`src/rtl/command_frame_rx_if.sv`:
```
// Byte stream from the UART receiver core into the command frame decoder.
interface command_frame_rx_if;
    logic [7:0] uart_rx_data;
    logic       uart_rx_valid;

    modport master (output uart_rx_data, output uart_rx_valid);
    modport slave  (input  uart_rx_data, input  uart_rx_valid);
endinterface

```
`src/rtl/command_frame_rx.sv`:
```
// Decodes 5-byte host command frames (HEADER, CMD, D_HI, D_LO, CHK) into the
// motor-control register set, with an inter-byte timeout that aborts partial frames.
module command_frame_rx #(
    parameter int unsigned CLK_FREQ   = 100_000_000,
    parameter int unsigned TIMEOUT_MS = 5,
    parameter logic [7:0]  HEADER     = 8'hAA,
    parameter logic [15:0] KP_RST     = 16'd256,
    parameter logic [15:0] KI_RST     = 16'd0,
    parameter logic [15:0] KD_RST     = 16'd0
) (
    input  logic                     clk,
    input  logic                     rst,
    command_frame_rx_if.slave        uart,
    output logic signed [15:0]       target0,
    output logic signed [15:0]       target1,
    output logic [15:0]              kp,
    output logic [15:0]              ki,
    output logic [15:0]              kd,
    output logic                     transmit_enable,
    output logic                     cmd_ok,
    output logic                     cmd_err,
    output logic [7:0]               last_cmd
);
    localparam longint TO_CYC = longint'(TIMEOUT_MS) * longint'(CLK_FREQ) / 1000;
    localparam int     CW     = $clog2(TO_CYC + 1);
    localparam logic [CW-1:0] TO_LAST = CW'(TO_CYC - 1);

    typedef enum logic [2:0] {IDLE, GET_CMD, GET_HI, GET_LO, GET_CHK} state_t;

    state_t        state;
    logic [7:0]    sum;
    logic [7:0]    cmd;
    logic [7:0]    d_hi;
    logic [7:0]    d_lo;
    logic [CW-1:0] to_cnt;

    always_ff @(posedge clk) begin
        if (rst) begin
            state           <= IDLE;
            sum             <= '0;
            cmd             <= '0;
            d_hi            <= '0;
            d_lo            <= '0;
            to_cnt          <= '0;
            target0         <= '0;
            target1         <= '0;
            kp              <= KP_RST;
            ki              <= KI_RST;
            kd              <= KD_RST;
            transmit_enable <= 1'b0;
            cmd_ok          <= 1'b0;
            cmd_err         <= 1'b0;
            last_cmd        <= '0;
        end else begin
            cmd_ok  <= 1'b0;
            cmd_err <= 1'b0;
            // An arriving byte always beats a timeout expiring on the same edge.
            if (uart.uart_rx_valid) begin
                to_cnt <= '0;
                case (state)
                    IDLE: begin
                        if (uart.uart_rx_data == HEADER) begin
                            state <= GET_CMD;
                            sum   <= '0;
                        end
                    end
                    GET_CMD: begin
                        cmd   <= uart.uart_rx_data;
                        sum   <= uart.uart_rx_data;
                        state <= GET_HI;
                    end
                    GET_HI: begin
                        d_hi  <= uart.uart_rx_data;
                        sum   <= sum + uart.uart_rx_data;
                        state <= GET_LO;
                    end
                    GET_LO: begin
                        d_lo  <= uart.uart_rx_data;
                        sum   <= sum + uart.uart_rx_data;
                        state <= GET_CHK;
                    end
                    GET_CHK: begin
                        state <= IDLE;
                        if (uart.uart_rx_data != sum) begin
                            cmd_err <= 1'b1;
                        end else begin
                            cmd_ok   <= 1'b1;
                            last_cmd <= cmd;
                            case (cmd)
                                8'h01: target0 <= {d_hi, d_lo};
                                8'h02: target1 <= {d_hi, d_lo};
                                8'h03: kp <= {d_hi, d_lo};
                                8'h04: ki <= {d_hi, d_lo};
                                8'h05: kd <= {d_hi, d_lo};
                                8'h06: transmit_enable <= d_lo[0];
                                8'h07: begin
                                    target0 <= '0;
                                    target1 <= '0;
                                end
                                default: begin
                                    cmd_ok   <= 1'b0;
                                    cmd_err  <= 1'b1;
                                    last_cmd <= last_cmd;
                                end
                            endcase
                        end
                    end
                    default: state <= IDLE;
                endcase
            end else if (state != IDLE) begin
                if (to_cnt == TO_LAST) begin
                    state   <= IDLE;
                    cmd_err <= 1'b1;
                    to_cnt  <= '0;
                end else begin
                    to_cnt <= to_cnt + CW'(1);
                end
            end
        end
    end
endmodule

```
`src/flat_wrapper.sv`:
```
// flat-port wrapper written by rule: the top's interface ports become plain ports
module command_frame_rx_flat 
#(
    parameter int unsigned CLK_FREQ   = 100_000_000,
    parameter int unsigned TIMEOUT_MS = 5,
    parameter logic [7:0]  HEADER     = 8'hAA,
    parameter logic [15:0] KP_RST     = 16'd256,
    parameter logic [15:0] KI_RST     = 16'd0,
    parameter logic [15:0] KD_RST     = 16'd0
)
  (clk, rst, target0, target1, kp, ki, kd, transmit_enable, cmd_ok, cmd_err, last_cmd, uart_uart_rx_data, uart_uart_rx_valid);
  command_frame_rx_if uart_i ();
  input  logic clk;
  input  logic rst;
  output logic signed [15:0] target0;
  output logic signed [15:0] target1;
  output logic [15:0] kp;
  output logic [15:0] ki;
  output logic [15:0] kd;
  output logic transmit_enable;
  output logic cmd_ok;
  output logic cmd_err;
  output logic [7:0] last_cmd;
  input wire logic [$bits(uart_i.uart_rx_data)-1:0] uart_uart_rx_data;
  input wire logic [$bits(uart_i.uart_rx_valid)-1:0] uart_uart_rx_valid;
  assign uart_i.uart_rx_data = uart_uart_rx_data;
  assign uart_i.uart_rx_valid = uart_uart_rx_valid;
  command_frame_rx #(.CLK_FREQ(CLK_FREQ), .TIMEOUT_MS(TIMEOUT_MS), .HEADER(HEADER), .KP_RST(KP_RST), .KI_RST(KI_RST), .KD_RST(KD_RST)) u_core (.clk(clk), .rst(rst), .uart(uart_i), .target0(target0), .target1(target1), .kp(kp), .ki(ki), .kd(kd), .transmit_enable(transmit_enable), .cmd_ok(cmd_ok), .cmd_err(cmd_err), .last_cmd(last_cmd));
endmodule
```
`config.mk`:
```
export PLATFORM = sky130hd
export DESIGN_NAME = command_frame_rx_flat
export DESIGN_NICKNAME = d
export VERILOG_FILES = /design/src/rtl/command_frame_rx_if.sv /design/src/rtl/command_frame_rx.sv /design/src/flat_wrapper.sv
export SDC_FILE = /design/constraint.sdc
export NUM_CORES = 1
export LEC_CHECK = 0
export ABC_AREA = 1
export CAP_MARGIN = 20
export CORE_MARGIN = 2
export CORE_UTILIZATION = 54
export CTS_CLUSTER_DIAMETER = 150
export CTS_CLUSTER_SIZE = 20
export DETAILED_ROUTE_END_ITERATION = 10
export PLACE_DENSITY = 0.8
export SYNTH_ARGS = -nofsm -noshare
export SYNTH_HDL_FRONTEND = slang
export SYNTH_SLANG_ARGS = --single-unit
export TNS_END_PERCENT = 5
```
`constraint.sdc`:
```
create_clock -name clk -period 2.3 [get_ports clk]
set_input_delay 0.575 -clock clk [delete_from_list [all_inputs] [get_ports clk]]
set_output_delay 0.575 -clock clk [all_outputs]
set_load 0.03 [all_outputs]
```
# == Yosys cells after proc, flatten, opt, wreduce, memory -nomap -nowiden ==
# Index checks and enable logic that the tools add are counted.
# totals
ff_bits,145
output_inout_bits,91
wordCells,76
# op_classes
n_addsub,2
eq_ne,16
n_mux,17
n_bitwise,3
reduce_logical,23
# op_table
operator,count
one-hot mux 16 bit (2 select lines),2
"== test 8 x 3 -> 1 bit, second input constant",4
AND reduction 4 bit,7
one-hot mux 8 bit (3 select lines),1
"adder 19 x 1 -> 19 bit, second input constant",1
"== test 19 bit, second input constant",1
2-to-1 mux 19 bit,1
"== test 8 x 2 -> 1 bit, second input constant",2
2-to-1 mux 3 bit,4
one-hot mux 3 bit (4 select lines),1
adder 8 bit,1
"== test 8 x 1 -> 1 bit, second input constant",1
"== test 8 bit, second input constant",1
2-to-1 mux 8 bit,1
!= test 8 bit,1
nonzero test 2 bit,4
2-to-1 mux 1 bit,7
OR reduction 7 bit,1
"== test 3 x 2 -> 1 bit, second input constant",2
AND reduction 2 bit,3
AND reduction 3 bit,2
nonzero test 3 bit,2
OR reduction 2 bit,2
OR reduction 4 bit,1
other kinds (6),8

# == Longest topological paths before layout ==
# Gate-level depths: netlist of run 1.
# logic_depth
depth_word,6
mapped_depth,11
ltp_nobuf,10

# == Worst setup path after synthesis of run 1 ==
# Ideal clock, no wire load.
# synth_path
path_type,input -> register
startpoint,input uart_uart_rx_data[4]
endpoint,register u_core.ki[5]
setup_time_ps,132
arrival_ps,1949
required_time_ps,2168
slack_ps,218
cell_stages,8
n_path_buf,1
path_cell_list,ha_1 nor3_2 nand4_4 nor2_4 inv_2 buf_2 nand2_1 a21oi_1
# synth_between
elab_chain_len,3
# synth_lines
element,line,rtl
"start, declared",flat_wrapper.sv:24,input wire logic [$bits(uart_i.uart_rx_data)-1:0] uart_uart_rx_data;
!= test 8 bit,command_frame_rx.sv:84,if (uart.uart_rx_data != sum) begin
NOT 1 bit (no source line),n/a,
AND reduction 4 bit (no source line),n/a,
"end signal, assigned",command_frame_rx.sv:93,"8'h04: ki <= {d_hi, d_lo};"
"end, declared",command_frame_rx.sv:17,"output logic [15:0] ki,"
# No other way between the ends.
# A chain may end at the register's enable or synchronous reset.

# == Final worst setup path of run 1 ==
# layout_path
startpoint,input uart_uart_rx_data[5]
endpoint,register u_core.kd[11]
# layout_between
elab_chain_len,3
# layout_lines
element,line,rtl
!= test 8 bit,command_frame_rx.sv:84,
NOT 1 bit (no source line),n/a,
AND reduction 4 bit (no source line),n/a,
"end signal, assigned",command_frame_rx.sv:94,"8'h05: kd <= {d_hi, d_lo};"
"end, declared",command_frame_rx.sv:18,"output logic [15:0] kd,"
# No other way between the ends.

==> results of run 1 <==
-- logic make-up (layout without fill, tap and decap cells) --
kind of cell / after synthesis / in the layout / share of synthesized area
and+or+nand+nor: 500 / 500 / 0.345
DFF: 145 / 145 / 0.447
AOI/OAI and AO/OA: 126 / 126 / 0.101
buffers and inverters: 111 / 252 / 0.0741
xor gates and xnor gates: 10 / 10 / 0.0146
adders and majority gates: 9 / 9 / 0.0185
-- power breakdown --
group / switching [mW] / internal, mW / total, mW
sequential: 0.0325 / 2.55 / 2.58
combinational: 0.298 / 0.180 / 0.478
clock: 1.04 / 1.59 / 2.64
total: 1.37 / 4.32 / 5.69
-- stage by stage --
stage               setup TNS [ns]  cell area (sq um)  total power [mW]  utilization  hold slack, ns
detailed placement          -28.94               7870              3.08        0.663           0.436
global route                -0.226               8560              5.89        0.722           0.463
floorplan                        0               6500              2.91            -           0.441
global placement            -26.29               7870              3.07        0.663           0.436
CTS                              0               8440              5.68        0.711           0.445
finish                           0               8560              5.69        0.722           0.442
-- cell type report --
type / count / area share
Clock buffer: 23 / 0.0570
Clock inverter: 9 / 0.00950
Inverter: 78 / 0.0345
Multi-Input combinational cell: 645 / 0.372
Sequential cell: 145 / 0.339
Tap cell: 147 / 0.0215
Timing Repair Buffer: 142 / 0.167
-- path summary, 6_finish.rpt --
check | start | end | slack (ns) | depth (start not counted)
worst max-delay path | uart_uart_rx_data[5] | u_core.kd[11] | 0.10 | 9
worst min-delay path | u_core.last_cmd[3] | u_core.last_cmd[3] | 0.44 | 2
worst max register to register | u_core.sum[1] | u_core.kd[11] | 0.24 | 10
worst min register to register | u_core.last_cmd[3] | u_core.last_cmd[3] | 0.44 | 2
-- flip-flops by register name, indices dropped and copies added, names as in the netlist, 16 cells and up --
register / count
u_core.ki: 16
u_core.target0: 16
u_core.to_cnt: 19
u_core.kd: 16
u_core.target1: 16
u_core.kp: 16
-- layer usage --
metal  up-vias  global-route usage  part of all wire
met2       208               0.441              0.48
met1      2909               0.332              0.44
li1       3158                   -                 -
met3        42              0.0563             0.051
met5         -                   0                 0
met4         0               0.107             0.026
-- synthesized netlist by cell type (6+ instances only) --
cell / count
a21oi_1: 69
clkbuf_1: 13
dfxtp_1: 145
ha_1: 8
inv_1: 72
nand2_1: 188
nand3_1: 76
nand4_1: 12
nor2_1: 172
nor2_2: 12
nor2_4: 6
nor3_1: 10
o21ai_0: 47
xor2_1: 8
-- timing repair --
item,4_1_cts,5_1_grt
hold endpoints to repair,0,0
resized for setup,0,14
endpoints found under the setup margin,0,59
setup buffers,0,2
-- worst min-delay path: stages, from the launching register on --
cell and delay, ns:
dfxtp_1 0.31, nand2_1 0.06, nor2_1 0.04
==> flow_summary.toml, run 1 <==
[detailed_routing]
remaining_drc_errors = 0
drt-wirelength-per-cell_um = 14.2
avgViaCountPerCell = 5.31
drt_total_wl_um = 16900
drt_pass1_iterations = 6
postRouteAntennaNets = 0
starting_drc_count_in_detailed_routing = 458
routed-via-count = 6317

[placed_design]
preCtsSetupSlack_ns = -0.378
io_buffer_count = 101
dpl.cell_count = 1154
detailed_place_hpwl_um = 12000
gpl.final_weighted_congestion = 0.939

[die]
die_x_um = 114
initial_utilization = 0.548
ios = 102
core-area_sq_mm = 0.0119
die_h_um = 114
row_count = 40
floorplan.die_area_sq_mm = 0.0129

[logic_synthesis]
synthCells = 901
synth_top_area_share = 0.447
synth.yosys.seq_area_share = 0.447
synth.top_cells.by_area = "dfxtp_1 45%, nand2_1 11%, nor2_1 9.9%"
syn-mean-instance-area_sq_um = 7.21
synth_cell_type_count = 41
syn_area_sq_mm = 0.00650
synth_seq_cells = 145
synth_area_leader_cell = "dfxtp_1"
postSynth.asyncResetShare = 0
count_of_synthesis_stage_warnings_from_yosys = 0
postSynth.topFlopCell = "dfxtp_1"
synth_edf_count = 0
syn_nets = 921

[clocking]
worstSkewPairLatency_ns = 0.43
max-clock-path-buffers = 2
root_buffer = "clkbuf_16"
cts.hold.buffers_added = 0
clkSlewWorstSetupHoldPaths_ns = 0.06
htree_levels = 4
clkSinkCount = 145
numCtsBuffers = 17
cts_tree = "done"

[worst_setup_path]
crit_path_max_fanout = 8
slowest_delay_ns = 0.53
critical_path.n_buffers_inverters = 3
critPathArrivalTime_ns = 2.56
worst_path_dominant_cell_family = "buffers and inverters"
library_cell_contributing_the_largest_single_delay_on_the_critical_path = "clkdlybuf4s50_1"
critical_path.startpoint_type = "primary input"
cp_data_required_time_ns = 2.66
critical_path.endpoint_type = "flip-flop"
timing.critical_path.cells = "clkdlybuf4s50_1 -> ha_4 -> nor3_4 -> nand4_4 -> buf_6 -> nor3_4 -> clkbuf_16 -> nor2_1 -> nor2_1"
path_class = "primary input to flip-flop"

[grt]
first_pass_grt_wire_length_um = 27100
grt_start_max_net_pins = 78
track_usage = 0.263
grt.overflow.total = 0
first_global_vias = 5701
number_of_antenna_violations_at_the_first_check_in_global_routing = 0

[outcome]
result_of_the_run = "finished clean"

[power_and_ir_drop]
power.density_cell_area_mw_per_mm2 = 665
vdd.ir_drop.worst_uv = 360
total_leakage_power_nw = 3.39

[worst_hold_path]
worstHoldPathType = "flip-flop to flip-flop"

[timing]
timing.slew.headroom = 0.607
worstMarginPinSlew_ns = 0.587
layout_worst_path_cycle_share = 0.956
timing_hold_violations_final = 0
clock-skew-final_ns = 0.00571
slew_violations = 0
report.final.setup_viol = 0
timing.final.crit_period_ns = 2.20
layout_setup_ws_ns = 0.101
max_clock_freq_mhz = 455

[layout]
register_area_sq_mm = 0.00290
number_of_non_filler_instances_in_the_completed_layout = 1189
proportion_of_layout_cells_with_a_drive_suffix_above_1 = 0.111
antennaDiodeCount = 0
final_net_count = 1049
layout.cells.most_common = "nand2_1"
multi_input_area_sq_mm = 0.00318
nFillCells = 939
areaGrowthSynthToFinish_pct = 31.7
mostFrequentLayoutCells = "187 x nand2_1, 171 x nor2_1, 145 x dfxtp_1"

[job]
maxCapViolCount = 0
Power figures use the tool's default switching activity.
==> run 2, diff against run 1 <==
--- a/config.mk
+++ b/config.mk
@@ -7,7 +7,6 @@
 export LEC_CHECK = 0
 export ABC_AREA = 1
 export CAP_MARGIN = 20
-export CORE_MARGIN = 2
 export CORE_UTILIZATION = 54
 export CTS_CLUSTER_DIAMETER = 150
 export CTS_CLUSTER_SIZE = 20
==> flow_summary.toml, run 2 (synthesis results as in run 1) <==
[worst_hold_path]
worstHoldPathType = "flip-flop to flip-flop"

[die]
initial_utilization = 0.562
core-area_sq_mm = 0.0116
floorplan.die_area_sq_mm = 0.0125
die_x_um = 112
ios = 102
row_count = 39
die_h_um = 112

[outcome]
violations = "design-rule violations"
result_of_the_run = "finished, violations left"

[placed_design]
io_buffer_count = 101
detailed_place_hpwl_um = 11900
gpl.final_weighted_congestion = 0.908
preCtsSetupSlack_ns = -0.353

[timing]
timing.final.crit_period_ns = 2.16
hold-worst-slack_ns = 0.443
layout_setup_ws_ns = 0.144
slew_violations = 0
timing.slew.headroom = 0.592
layout_worst_path_cycle_share = 0.937
clock-skew-final_ns = 0.00575
max_clock_freq_mhz = 464
worstMarginPinSlew_ns = 0.610
timing_hold_violations_final = 0
report.final.setup_viol = 0
rsz0062_at_grt = "no"
final.setup.tns_ns = 0

[clocking]
clkSlewWorstSetupHoldPaths_ns = 0.06
worstSkewPairLatency_ns = 0.42
cts.hold.buffers_added = 0
cts_tree = "done"
max-clock-path-buffers = 2
root_buffer = "clkbuf_16"
clkSinkCount = 145
htree_levels = 4
cts_setup_buffers = 0
numCtsBuffers = 17

[detailed_routing]
avgViaCountPerCell = 5.34
drt_total_wl_um = 16600
drt-wirelength-per-cell_um = 14.1
postRouteAntennaNets = 0
remaining_drc_errors = 10
drt_pass1_iterations = 9
starting_drc_count_in_detailed_routing = 496
routed-via-count = 6306

[layout]
layout.cells.most_common = "nand2_1"
multi_input_area_sq_mm = 0.00313
register_area_sq_mm = 0.00290
largest-register = "u_core.to_cnt"
nFillCells = 877
antennaDiodeCount = 0
areaGrowthSynthToFinish_pct = 31.1
mostFrequentLayoutCells = "187 x nand2_1, 172 x nor2_1, 145 x dfxtp_1"
final_net_count = 1044
largest_reg_flops = 19
proportion_of_layout_cells_with_a_drive_suffix_above_1 = 0.104

[worst_setup_path]
critical_path.endpoint_type = "flip-flop"
critical_path.startpoint_type = "primary input"
crit_path_max_fanout = 16
path_class = "primary input to flip-flop"
critPathArrivalTime_ns = 2.51
cp_data_required_time_ns = 2.65

[power_and_ir_drop]
total_leakage_power_nw = 3.37
vdd.ir_drop.worst_uv = 499
power.density_cell_area_mw_per_mm2 = 709
report.power.total_mw = 6.04

[job]
maxCapViolCount = 0

[grt]
grt.overflow.total = 0
track_usage = 0.275
first_pass_grt_wire_length_um = 27400
grt_start_max_net_pins = 70
number_of_antenna_violations_at_the_first_check_in_global_routing = 0
first_global_vias = 5698
[run 2: worst max-delay path, stage by stage]
cell and delay, ns:
clkdlybuf4s50_1 0.45, ha_1 0.32, inv_1 0.06, nand2_1 0.07
nor3_4 0.17, nand4_4 0.19, buf_4 0.20, nor3_4 0.15
buf_12 0.17, nor2_1 0.05, nor2_1 0.10
[run 2: cell type report]
class                      instances  area share
multi-input combinational        645       0.367
sequential                       145       0.341
timing repair buffer             137       0.159
clock buffer                      23      0.0596
inverter                          78      0.0347
tap                              143      0.0210
clock inverter                     9      0.0176
[run 2: layer usage]
metal / share of wire / GRT usage / up-vias
li1: - / - / 3156
met1: 0.43 / 0.348 / 2853
met2: 0.48 / 0.457 / 257
met3: 0.066 / 0.0555 / 40
met4: 0.026 / 0.117 / 0
met5: 0 / 0 / -
[run 2: repair_timing]
item,in CTS,in global routing
hold endpoints to repair,0,0
endpoints found under the setup margin,0,11
resized for setup,0,6
[run 2: power breakdown]
part / total (mW) / switching, mW / leakage [nW] / internal [mW]
logic: 0.459 / 0.292 / 1.88 / 0.166
registers: 2.57 / 0.0289 / 1.17 / 2.55
clock network: 3.01 / 1.02 / 0.321 / 1.98
[run 2: final timing paths]
kind              cells after the start  slack, ns                  to            startpoint
setup reg to reg                      9       0.43   u_core.to_cnt[17]       u_core.state[2]
hold reg to reg                       2       0.44  u_core.last_cmd[3]    u_core.last_cmd[3]
hold / removal                        2       0.44  u_core.last_cmd[3]    u_core.last_cmd[3]
setup / recovery                     11       0.14       u_core.kd[15]  uart_uart_rx_data[1]
[run 2: metrics by stage]
| stage | utilization | cell area (sq um) | std cells |
|---|---|---|---|
| 2_1_floorplan | - | 6500 | 901 |
| 3_5_place_dp | 0.679 | 7850 | 1148 |
| 5_1_grt | 0.737 | 8520 | 1180 |
| 3_3_place_gp | 0.679 | 7850 | 1148 |
| 6_report | 0.737 | 8520 | 1180 |
| 4_1_cts | 0.735 | 8510 | 1180 |
==> run 3, diff against run 2 <==
--- a/config.mk
+++ b/config.mk
@@ -7,11 +7,14 @@
 export LEC_CHECK = 0
 export ABC_AREA = 1
 export CAP_MARGIN = 20
-export CORE_UTILIZATION = 54
+export CELL_PAD_IN_SITES_DETAIL_PLACEMENT = 0
+export CELL_PAD_IN_SITES_GLOBAL_PLACEMENT = 2
+export CORE_MARGIN = 2
+export CORE_UTILIZATION = 30
 export CTS_CLUSTER_DIAMETER = 150
 export CTS_CLUSTER_SIZE = 20
 export DETAILED_ROUTE_END_ITERATION = 10
-export PLACE_DENSITY = 0.8
+export PLACE_DENSITY_LB_ADDON = 0.1
 export SYNTH_ARGS = -nofsm -noshare
 export SYNTH_HDL_FRONTEND = slang
 export SYNTH_SLANG_ARGS = --single-unit
==> flow_summary.toml, run 3 (synthesis results as in run 1) <==
[die]
die_x_um = 151
row_count = 53
floorplan.die_area_sq_mm = 0.0229
ios = 102
initial_utilization = 0.307
core-area_sq_mm = 0.0212
die_h_um = 151

[layout]
number_of_non_filler_instances_in_the_completed_layout = 1329
nFillCells = 2208
final_net_count = 1062
proportion_of_layout_cells_with_a_drive_suffix_above_1 = 0.121
largest-register = "u_core.to_cnt"
largest_reg_flops = 19
final_design_area_no_fill_sq_mm = 0.00882
antennaDiodeCount = 0
layout.cells.most_common = "nand2_1"
areaGrowthSynthToFinish_pct = 35.8
mostFrequentLayoutCells = "187 x nand2_1, 172 x nor2_1, 145 x dfxtp_1"

[worst_setup_path]
critPathArrivalTime_ns = 2.58
crit_path_max_fanout = 8
slowest_delay_ns = 0.52
library_cell_contributing_the_largest_single_delay_on_the_critical_path = "clkdlybuf4s50_1"
path_class = "primary input to flip-flop"
critical_path.startpoint_type = "primary input"
cp_data_required_time_ns = 2.66
timing.critical_path.cells = "clkdlybuf4s50_1 -> ha_4 -> nor3_4 -> buf_4 -> nand4_4 -> buf_6 -> nor3_4 -> buf_6 -> clkbuf_16 -> nor2_1 -> nor2_1"
critical_path.endpoint_type = "flip-flop"

[timing]
slew_violations = 0
clock-skew-final_ns = 0.00814
layout_setup_ws_ns = 0.0887
max_clock_freq_mhz = 452
layout_worst_path_cycle_share = 0.961
hold-worst-slack_ns = 0.444
worstMarginPinSlew_ns = 0.617
report.final.setup_viol = 0
timing.slew.headroom = 0.588
timing_hold_violations_final = 0
rsz0062_at_grt = "no"
timing.final.crit_period_ns = 2.21

[clocking]
clkSlewWorstSetupHoldPaths_ns = 0.06
root_buffer = "clkbuf_16"
worstSkewPairLatency_ns = 0.43
max-clock-path-buffers = 2
cts.hold.buffers_added = 0
htree_levels = 4
numCtsBuffers = 17
clkSinkCount = 145
cts_tree = "done"

[detailed_routing]
postRouteAntennaNets = 0
routed-via-count = 6070
starting_drc_count_in_detailed_routing = 255
drt-wirelength-per-cell_um = 14.8
remaining_drc_errors = 0
drt_pass1_iterations = 4
avgViaCountPerCell = 4.57
drt_total_wl_um = 19600

[placed_design]
gpl.final_weighted_congestion = 0.777
detailed_place_hpwl_um = 14600
postPlaceCellArea_sq_mm = 0.00813
dpl.cell_count = 1295
io_buffer_count = 101
preCtsSetupSlack_ns = -0.380

[power_and_ir_drop]
vdd.ir_drop.worst_uv = 433
total_leakage_power_nw = 3.46
power.density_cell_area_mw_per_mm2 = 665

[grt]
grt.overflow.total = 0
grt_start_max_net_pins = 64
track_usage = 0.177
first_global_vias = 5885
first_pass_grt_wire_length_um = 31100
number_of_antenna_violations_at_the_first_check_in_global_routing = 0

[outcome]
result_of_the_run = "finished clean"

[job]
maxCapViolCount = 0

[worst_hold_path]
worstHoldPathType = "flip-flop to flip-flop"
run 3: cell types whose count changed in the layout (fill, tap and decap cells not counted), sizes merged:
cell,before,now
clkbuf,23,19
inv,78,84
clkinvlp,2,3
bufinv,4,2
clkinv,3,2
buf,36,53
dlymetal6s2s,0,3
clkdlybuf4s50,101,98
run 3: metrics by stage:
step           utilization  setup TNS, ns  total power, mW
5_1_grt              0.417              0             6.13
3_3_place_gp         0.384         -32.85             3.12
3_5_place_dp         0.384         -29.24             3.12
4_1_cts              0.412              0             5.94
6_report             0.417              0             5.87
2_1_floorplan            -              0             2.91
run 3: critical path, delay by kind of cell:
| family | cells | cell delay, ns |
|---|---|---|
| fa+ha+maj | 1 | 0.23 |
| simple gates | 5 | 0.64 |
| buf+inv | 5 | 1.14 |
run 3: worst paths after layout:
path,from,to,slack [ns],cells after the start
worst max-delay path,uart_uart_rx_data[5],u_core.kd[8],0.09,11
worst min-delay path,u_core.last_cmd[3],u_core.last_cmd[3],0.44,2
worst max register to register,u_core.sum[1],u_core.kd[8],0.26,12
worst min register to register,u_core.last_cmd[3],u_core.last_cmd[3],0.44,2
run 3: power by group:
part | switching (mW) | internal, mW | total [mW]
clock network | 1.15 | 1.64 | 2.79
logic | 0.306 | 0.193 | 0.499
registers | 0.0310 | 2.54 | 2.58
total | 1.49 | 4.38 | 5.87
run 3: what timing repair did:
item / in CTS / in global routing
endpoints found under the setup margin: 0 / 77
setup buffers: 0 / 2
resized for setup: 0 / 13
run 3: final cells by class:
class / count / area (sq um) / area share
flip-flops and latches: 145 / 2900 / 0.329
repair buffers: 155 / 1530 / 0.173
clock inverters: 13 / 149 / 0.0169
inverters: 78 / 295 / 0.0335
well taps: 275 / 344 / 0.0390
multi-input cells: 645 / 3170 / 0.359
clock buffers: 18 / 439 / 0.0498
run 3: per-layer routing:
layer	vias up	wire (um)	global-route usage	share of wire
met2	90	9670	0.299	0.49
met1	2779	9160	0.231	0.47
met5	-	0	0	0
li1	3188	-	-	-
met4	0	163	0.0388	0.0083
met3	13	613	0.0404	0.031
